`config.mk`:
```
export PLATFORM = sky130hd
export DESIGN_NAME = mem_bus_arbiter
export DESIGN_NICKNAME = d
export VERILOG_FILES = /design/src/rtl/mem_bus_arbiter.sv
export SDC_FILE = /design/constraint.sdc
export NUM_CORES = 1
export LEC_CHECK = 0
export CAP_MARGIN = 30
export CORE_ASPECT_RATIO = 1.1
export CORE_UTILIZATION = 41
export DETAILED_ROUTE_END_ITERATION = 8
export PLACE_DENSITY = 0.78
export SLEW_MARGIN = 25
export SYNTH_ARGS = -nofsm -noshare
export SYNTH_HDL_FRONTEND = slang
export SYNTH_SLANG_ARGS = --single-unit
```
`constraint.sdc`:
```
create_clock -name clk -period 4.2 [get_ports clk]
set_clock_uncertainty 0.05 [all_clocks]
set_input_delay 0.42 -clock clk [delete_from_list [all_inputs] [get_ports clk]]
set_output_delay 0.42 -clock clk [all_outputs]
set_load 0.02 [all_outputs]
```
`src/rtl/mem_bus_arbiter.sv`:
```
// Shares one SRAM-like bus between the MIPS fetch port and data port (data has priority).
// Optional misalignment trap enabled by defining MEM_ARB_ALIGN_CHECK_EN.
`timescale 1ns/1ps
module mem_bus_arbiter #(
  parameter logic [1:0] INST_SIZE = 2'b10
) (
  input  logic        clk,
  input  logic        rst,
  input  logic        inst_req,
  input  logic [31:0] inst_addr,
  output logic [31:0] inst_rdata,
  output logic        inst_ok,
  input  logic        data_req,
  input  logic        data_wr,
  input  logic [1:0]  data_size,
  input  logic [3:0]  data_sel,
  input  logic [31:0] data_addr,
  input  logic [31:0] data_wdata,
  output logic [31:0] data_rdata,
  output logic        data_ok,
  output logic        addr_err,
  output logic        stall,
  output logic        bus_req,
  output logic        bus_wr,
  output logic [1:0]  bus_size,
  output logic [3:0]  bus_wstrb,
  output logic [31:0] bus_addr,
  output logic [31:0] bus_wdata,
  input  logic        bus_addr_ok,
  input  logic [31:0] bus_rdata,
  input  logic        bus_data_ok,
  output logic [1:0]  o_dbg_state
);

  // Handshakes: a requester holds req and its fields stable until its one-cycle ok
  // pulse; the address phase completes on bus_req & bus_addr_ok, the data phase on
  // bus_data_ok (which may coincide with bus_addr_ok).
  localparam logic [1:0] S_IDLE = 2'd0;
  localparam logic [1:0] S_ADDR = 2'd1;
  localparam logic [1:0] S_DATA = 2'd2;
  localparam logic [1:0] S_RESP = 2'd3;

  logic [1:0]  r_state;
  logic        r_gnt_data;
  logic        r_bus_req;
  logic        r_bus_wr;
  logic [1:0]  r_bus_size;
  logic [3:0]  r_bus_wstrb;
  logic [31:0] r_bus_addr;
  logic [31:0] r_bus_wdata;
  logic [31:0] r_inst_rdata;
  logic [31:0] r_data_rdata;
  logic        r_inst_ok;
  logic        r_data_ok;

  logic w_grant_data;
  logic w_grant_inst;
  logic w_misalign;
  logic w_issue_data;
  logic w_capture;
  logic w_trap;

`ifdef MEM_ARB_ALIGN_CHECK_EN
  logic r_addr_err;

  assign w_misalign = ((data_size == 2'b10) && (data_addr[1:0] != 2'b00)) ||
                      ((data_size == 2'b01) && data_addr[0]);

  always_ff @(posedge clk) begin
    if (rst) begin
      r_addr_err <= 1'b0;
    end else begin
      r_addr_err <= w_trap;
    end
  end

  assign addr_err = r_addr_err;
`else
  assign w_misalign = 1'b0;
  assign addr_err   = 1'b0;
`endif

  assign w_grant_data = (r_state == S_IDLE) && data_req;
  assign w_grant_inst = (r_state == S_IDLE) && !data_req && inst_req;
  assign w_issue_data = w_grant_data && !w_misalign;
  assign w_trap       = w_grant_data && w_misalign;
  assign w_capture    = ((r_state == S_ADDR) && bus_addr_ok && bus_data_ok) ||
                        ((r_state == S_DATA) && bus_data_ok);

  always_ff @(posedge clk) begin
    if (rst) begin
      r_state    <= S_IDLE;
      r_gnt_data <= 1'b0;
    end else begin
      case (r_state)
        S_IDLE: begin
          if (w_grant_data) begin
            r_gnt_data <= 1'b1;
            r_state    <= w_misalign ? S_RESP : S_ADDR;
          end else if (w_grant_inst) begin
            r_gnt_data <= 1'b0;
            r_state    <= S_ADDR;
          end
        end
        S_ADDR: begin
          if (bus_addr_ok) begin
            r_state <= bus_data_ok ? S_RESP : S_DATA;
          end
        end
        S_DATA: begin
          if (bus_data_ok) begin
            r_state <= S_RESP;
          end
        end
        S_RESP:  r_state <= S_IDLE;
        default: r_state <= S_IDLE;
      endcase
    end
  end

  // Bus fields are latched once at grant and stay put until the next grant.
  always_ff @(posedge clk) begin
    if (rst) begin
      r_bus_req   <= 1'b0;
      r_bus_wr    <= 1'b0;
      r_bus_size  <= 2'b00;
      r_bus_wstrb <= 4'b0000;
      r_bus_addr  <= 32'h0;
      r_bus_wdata <= 32'h0;
    end else if (w_issue_data) begin
      r_bus_req   <= 1'b1;
      r_bus_wr    <= data_wr;
      r_bus_size  <= data_size;
      r_bus_wstrb <= data_wr ? data_sel : 4'b0000;
      r_bus_addr  <= data_addr;
      r_bus_wdata <= data_wdata;
    end else if (w_grant_inst) begin
      r_bus_req   <= 1'b1;
      r_bus_wr    <= 1'b0;
      r_bus_size  <= INST_SIZE;
      r_bus_wstrb <= 4'b0000;
      r_bus_addr  <= inst_addr;
      r_bus_wdata <= 32'h0;
    end else if ((r_state == S_ADDR) && bus_addr_ok) begin
      r_bus_req <= 1'b0;
    end
  end

  always_ff @(posedge clk) begin
    if (rst) begin
      r_inst_ok    <= 1'b0;
      r_data_ok    <= 1'b0;
      r_inst_rdata <= 32'h0;
      r_data_rdata <= 32'h0;
    end else begin
      r_inst_ok <= w_capture && !r_gnt_data;
      r_data_ok <= (w_capture && r_gnt_data) || w_trap;
      if (w_capture) begin
        if (r_gnt_data) begin
          r_data_rdata <= bus_rdata;
        end else begin
          r_inst_rdata <= bus_rdata;
        end
      end else if (w_trap) begin
        r_data_rdata <= 32'h0;
      end
    end
  end

  assign stall = (inst_req && !r_inst_ok) || (data_req && !r_data_ok);

  assign inst_rdata  = r_inst_rdata;
  assign inst_ok     = r_inst_ok;
  assign data_rdata  = r_data_rdata;
  assign data_ok     = r_data_ok;
  assign bus_req     = r_bus_req;
  assign bus_wr      = r_bus_wr;
  assign bus_size    = r_bus_size;
  assign bus_wstrb   = r_bus_wstrb;
  assign bus_addr    = r_bus_addr;
  assign bus_wdata   = r_bus_wdata;
  assign o_dbg_state = r_state;

endmodule

```
=== After elaboration in Yosys (flattened, before gate mapping) ===
Cells that the tools add are included.

* Divide/modulo/power cells: 0
* Bitwise gates (word level): 1
* $mul: 0
* Reduce and logical (&&, ||, !) cells: 23
* Multiplexer cells: 21
* $add $sub $neg: 0
* Magnitude comparators: 0
* Shift operators: 0
* Eq/ne operators: 6

{| class="wikitable"
|+ Operators with widths
! cell !! count
|-
| $mux 32 || 4
|-
| $mux 2 || 6
|-
| $mux 4 || 3
|-
| $logic_and 1x1->1 || 10
|-
| $pmux 2 s4 || 1
|-
| $mux 1 || 7
|-
| $reduce_and 2->1 || 3
|-
| $eq 2x2->1 const B || 2
|-
| $logic_not 1->1 || 4
|-
| $ne 2x2->1 const B || 2
|-
| $ne 3x3->1 const B || 1
|-
| $reduce_and 3->1 || 1
|-
| $reduce_bool 3->1 || 1
|-
| $eq 2x1->1 const B || 1
|-
| $logic_not 2->1 || 1
|-
| $logic_or 1x1->1 || 2
|-
| $reduce_bool 2->1 || 1
|-
| $not 1->1 || 1
|}

* Memories: 0
* Bits in read-only memories: 0
* Logic and storage cells: 63
* Input port bits: 141
* Latch bits: 0
* Memory bits (writable): 0
* Flip-flop bits (word level): 141

=== Longest topological paths before layout ===
* Depth after elaboration: 6
* Mapped depth: 7
* Depth with buffers taken out: 5

=== Least setup slack after synthesis ===
No wires, ideal clock.

* Path type: reg2reg
* Start point: register r_state[1], in the netlist o_dbg_state[1]
* End point: register r_data_rdata[10], in the netlist data_rdata[10]
* Library setup time: 72 ps
* Cell stages (with the launch flop): 8
* Arrival time: 1579 ps
* Slack: 2500 ps
* Path through: dfxtp_1 > inv_1 > ha_1 > a21oi_2 > nand3b_1 > buf_4 > buf_6 > mux2i_1

* Longest elaborated chain between the ends: 5
* Elaborated cells on any way between the ends: 7

{| class="wikitable"
|+ Ends and longest elaborated chain
! what !! line !! source
|-
| start, declared || 43 || <nowiki>logic [1:0] r_state;</nowiki>
|-
| start signal, assigned || 99 || <nowiki>r_state <= w_misalign ? S_RESP : S_ADDR;</nowiki>
|-
| start signal, assigned || 107 || <nowiki>r_state <= bus_data_ok ? S_RESP : S_DATA;</nowiki>
|-
| $eq 2x1->1 || 87 || <nowiki>assign w_capture = ((r_state == S_ADDR) && bus_addr_ok && bus_data_ok) ||</nowiki>
|-
| $logic_and 1x1->1 (2 in series) || 87 ||
|-
| $logic_or 1x1->1 * || 87 ||
|-
| $reduce_and 2->1 (no line) * || n/a ||
|-
| end signal, assigned || 160 || <nowiki>r_data_rdata <= bus_rdata;</nowiki>
|-
| end, declared || 52 || <nowiki>logic [31:0] r_data_rdata;</nowiki>
|}

Every way passes the cells marked *; elsewhere a longest branch is shown, timed or not.
A chain may end at the register's enable or synchronous reset.

=== Final worst setup path ===
* Start point: input port inst_req
* End point: output port stall

* Longest elaborated chain between the ends: 2

{| class="wikitable"
|+ Ends and longest elaborated chain
! what !! line !! source
|-
| start, declared || 9 || <nowiki>input logic inst_req,</nowiki>
|-
| $logic_and 1x1->1 || 170 || <nowiki>assign stall = (inst_req && !r_inst_ok) || (data_req && !r_data_ok);</nowiki>
|-
| $logic_or 1x1->1 || 170 ||
|-
| end, declared || 22 || <nowiki>output logic stall,</nowiki>
|}

No other way between the ends.

==> results.sh <==
export IMPL_antenna_cells=0
export IMPL_cts_setup_buffers=0
export IMPL_p_per_area_nw_per_um2=593
export IMPL_worstReg2RegStart="o_dbg_state[0]$_SDFFE_PP0P_"
export IMPL_via_count=5204
export IMPL_seqCellArea_um2=2820
export IMPL_maxCapViolCount=0
export IMPL_drive_gt1_frac=0.102
export IMPL_gp_congestion=0.846
export IMPL_cp_endpoint="stall"
export IMPL_root_buffer="clkbuf_16"
export IMPL_hpwl_mm=12.6
export IMPL_numClockSinks=141
export IMPL_wl_mm=17.4
export IMPL_grt_pass1_vias=5365
export IMPL_worst_slack_ns=1.83
export IMPL_antenna_left=0
export IMPL_setup_violations=0
export IMPL_path_clk_slew_ns=0.06
export IMPL_multi_input_area_um2=2790
export IMPL_syn_avg_cell_area_um2=9.97
export IMPL_die_w_um=117
export IMPL_final_max_slew_viol_count=0
export IMPL_required_ns=3.73
export IMPL_crit_arrival_ns=1.90
export IMPL_wl_per_cell_um=16.6
export IMPL_dr_first_iter_drc_count=210
export IMPL_h_tree_depth=4
export IMPL_clk_latency_ns=0.41
export IMPL_dpl_cell_area_um2=8770
export IMPL_die_area_um2=14900
export IMPL_clk_path_buf_depth=2
export IMPL_layout_commonest_cell="clkdlybuf4s50_1"
export IMPL_synth_cell_area_um2=5920
export IMPL_rr_worst_depth=6
export IMPL_first_pass_iters=4
export IMPL_min_period_ns=2.37
export IMPL_grt_overflow_total=0
export IMPL_area_delta_synth_final_pct=58.4
export IMPL_vias_per_cell=4.94
export IMPL_synth_nets=739
export IMPL_fin_area_um2=9380
export IMPL_die_y_um=128
export IMPL_fin_tns_setup_ns=0
export IMPL_cts_hold_buf=0
export IMPL_startpoint="inst_req"
export IMPL_n_fill_cell=1164
export IMPL_initial_core_util=0.424
export IMPL_cts_buffers=17
export IMPL_leakage_nw=3.61
export IMPL_core_um2=14000
export IMPL_cts_tree="yes"
export IMPL_post_cts_resized=0
export IMPL_synthCells=594
export IMPL_io_pins=283
export IMPL_rows=45
export IMPL_worst_pin_slew_ns=0.761
export IMPL_grt_max_degree=83
export IMPL_port_buffer_count=281
export IMPL_hp_class="input port to register"
export IMPL_status="completed"
export IMPL_grt_usage=0.232
export IMPL_synth_distinct_cells=32
export IMPL_fmax_ghz=0.422
export IMPL_slew_headroom=0.493
export IMPL_dp_slack_ns=1.66
export IMPL_rsz0062_at_grt="false"
export IMPL_path_class="input port to output pin"
export IMPL_antenna_found_initial=0
export IMPL_yosys_warnings=0
export IMPL_finalHoldViolCount=0
export IMPL_worst_setup_path_end_kind="output pin"
export IMPL_fin_crit_sh=0.565
export IMPL_nNetsFinal=998
export IMPL_rrSetupSlack_ns=1.91
export IMPL_ys_ff_latch=141
export IMPL_route_detailed_drc=0
export IMPL_critPathMaxFanout=5
export IMPL_critPathLaunchType="input port"
export IMPL_ir_drop_mv=0.297
export IMPL_layout_common_cells="clkdlybuf4s50_1, dfxtp_1, nand2b_1, nand2_1, nor2_1"
export IMPL_yosysSeqAreaShare=0.477
export IMPL_r2r_end="bus_wstrb[1]$_SDFFE_PP0P_"
export IMPL_final_core_util=0.672
export IMPL_p_total_mw=5.57
export IMPL_grt_pass1_wl_mm=26.7
-- stage by stage --
step	hold slack, ns	instances
global placement	0.410	1020
finish	0.413	1053
detailed placement	0.412	1022
CTS	0.394	1053
floorplan	0.420	594
global route	0.429	1053
-- synthesized netlist by cell type --
| cell type | number | share of area |
|---|---|---|
| clkbuf_1 | 12 | 0.0076 |
| nor2_1 | 65 | 0.041 |
| ha_1 | 4 | 0.0084 |
| buf_2 | 17 | 0.014 |
| and3_4 | 1 | 0.0019 |
| a21oi_2 | 1 | 0.0015 |
| a311oi_2 | 32 | 0.081 |
| a22oi_1 | 34 | 0.043 |
| nand2b_1 | 99 | 0.10 |
| nand2_1 | 67 | 0.042 |
| nor2_2 | 11 | 0.012 |
| nand3b_1 | 1 | 0.0013 |
| buf_6 | 9 | 0.017 |
| a31oi_1 | 1 | 0.0011 |
| buf_4 | 9 | 0.011 |
| o22ai_1 | 1 | 0.0011 |
| or3b_4 | 1 | 0.0019 |
| nand4_1 | 1 | 0.0011 |
| a32oi_1 | 4 | 0.0059 |
| buf_1 | 2 | 0.0013 |
| inv_1 | 4 | 0.0025 |
| nor3_1 | 2 | 0.0017 |
| a31o_1 | 1 | 0.0015 |
| conb_1 | 1 | 0.00063 |
| dfxtp_1 | 141 | 0.48 |
| mux2i_1 | 64 | 0.11 |
| and2_1 | 1 | 0.0011 |
| nand3_1 | 1 | 0.00084 |
| a311oi_1 | 1 | 0.0015 |
| o21ai_1 | 1 | 0.00084 |
| o21a_2 | 1 | 0.0015 |
| a21oi_1 | 4 | 0.0034 |
-- registers in the layout, indices dropped and copies added, names as in the netlist, 2 cells and up --
name / flops
bus_size: 2
bus_addr: 32
bus_wstrb: 4
bus_wdata: 32
o_dbg_state: 2
inst_rdata: 32
data_rdata: 32
-- layer usage --
layer	up-vias	GRT usage	wire length, µm
met3	41	0.0600	1050
met5	-	0	0
met4	0	0.131	719
li1	2540	-	-
met1	2438	0.253	6830
met2	185	0.404	8840
-- critical path, cell delays in order --
cell and delay, ns:
clkdlybuf4s50_1 0.58, inv_1 0.07, o22ai_1 0.17, clkdlybuf4s50_1 0.67
-- worst min path at each step --
stage,end,cells after the start,slack (ns),startpoint
floorplan,r_gnt_data$_SDFFE_PP0P_,2,0.42,r_gnt_data$_SDFFE_PP0P_
global placement,inst_rdata[8]$_SDFFE_PP0P_,2,0.41,inst_rdata[8]$_SDFFE_PP0P_
detailed placement,inst_rdata[9]$_SDFFE_PP0P_,2,0.41,inst_rdata[9]$_SDFFE_PP0P_
CTS,bus_wdata[29]$_SDFFE_PP0P_,2,0.39,rst
global route,bus_wdata[21]$_SDFFE_PP0P_,2,0.43,rst
finish,bus_wr$_SDFFE_PP0P_,2,0.41,rst
-- report_power, final --
group | internal (mW) | total, mW | switching, mW
clock | 0.976 | 1.53 | 0.557
sequential | 1.62 | 1.78 | 0.165
combinational | 1.01 | 2.25 | 1.24
total | 3.61 | 5.57 | 1.96
-- cell families (layout without fill, tap and decap cells) --
kind of cell	after synthesis	count (layout)	share of synthesized area
AOI/OAI and AO/OA	81	81	0.142
adders and majority gates	4	4	0.00845
buffers and inverters	53	324	0.0543
DFF	141	141	0.477
muxes	64	64	0.108
other	1	1	0.000633
and+or+nand+nor	250	250	0.210
-- area by class of cell --
type | instances | area share
Clock buffer | 21 | 0.0501
Clock inverter | 10 | 0.0148
Inverter | 4 | 0.00160
Multi-Input combinational cell | 400 | 0.297
Sequential cell | 141 | 0.301
Tap cell | 188 | 0.0251
Timing Repair Buffer | 289 | 0.310
(Power assumes the default switching activity.)
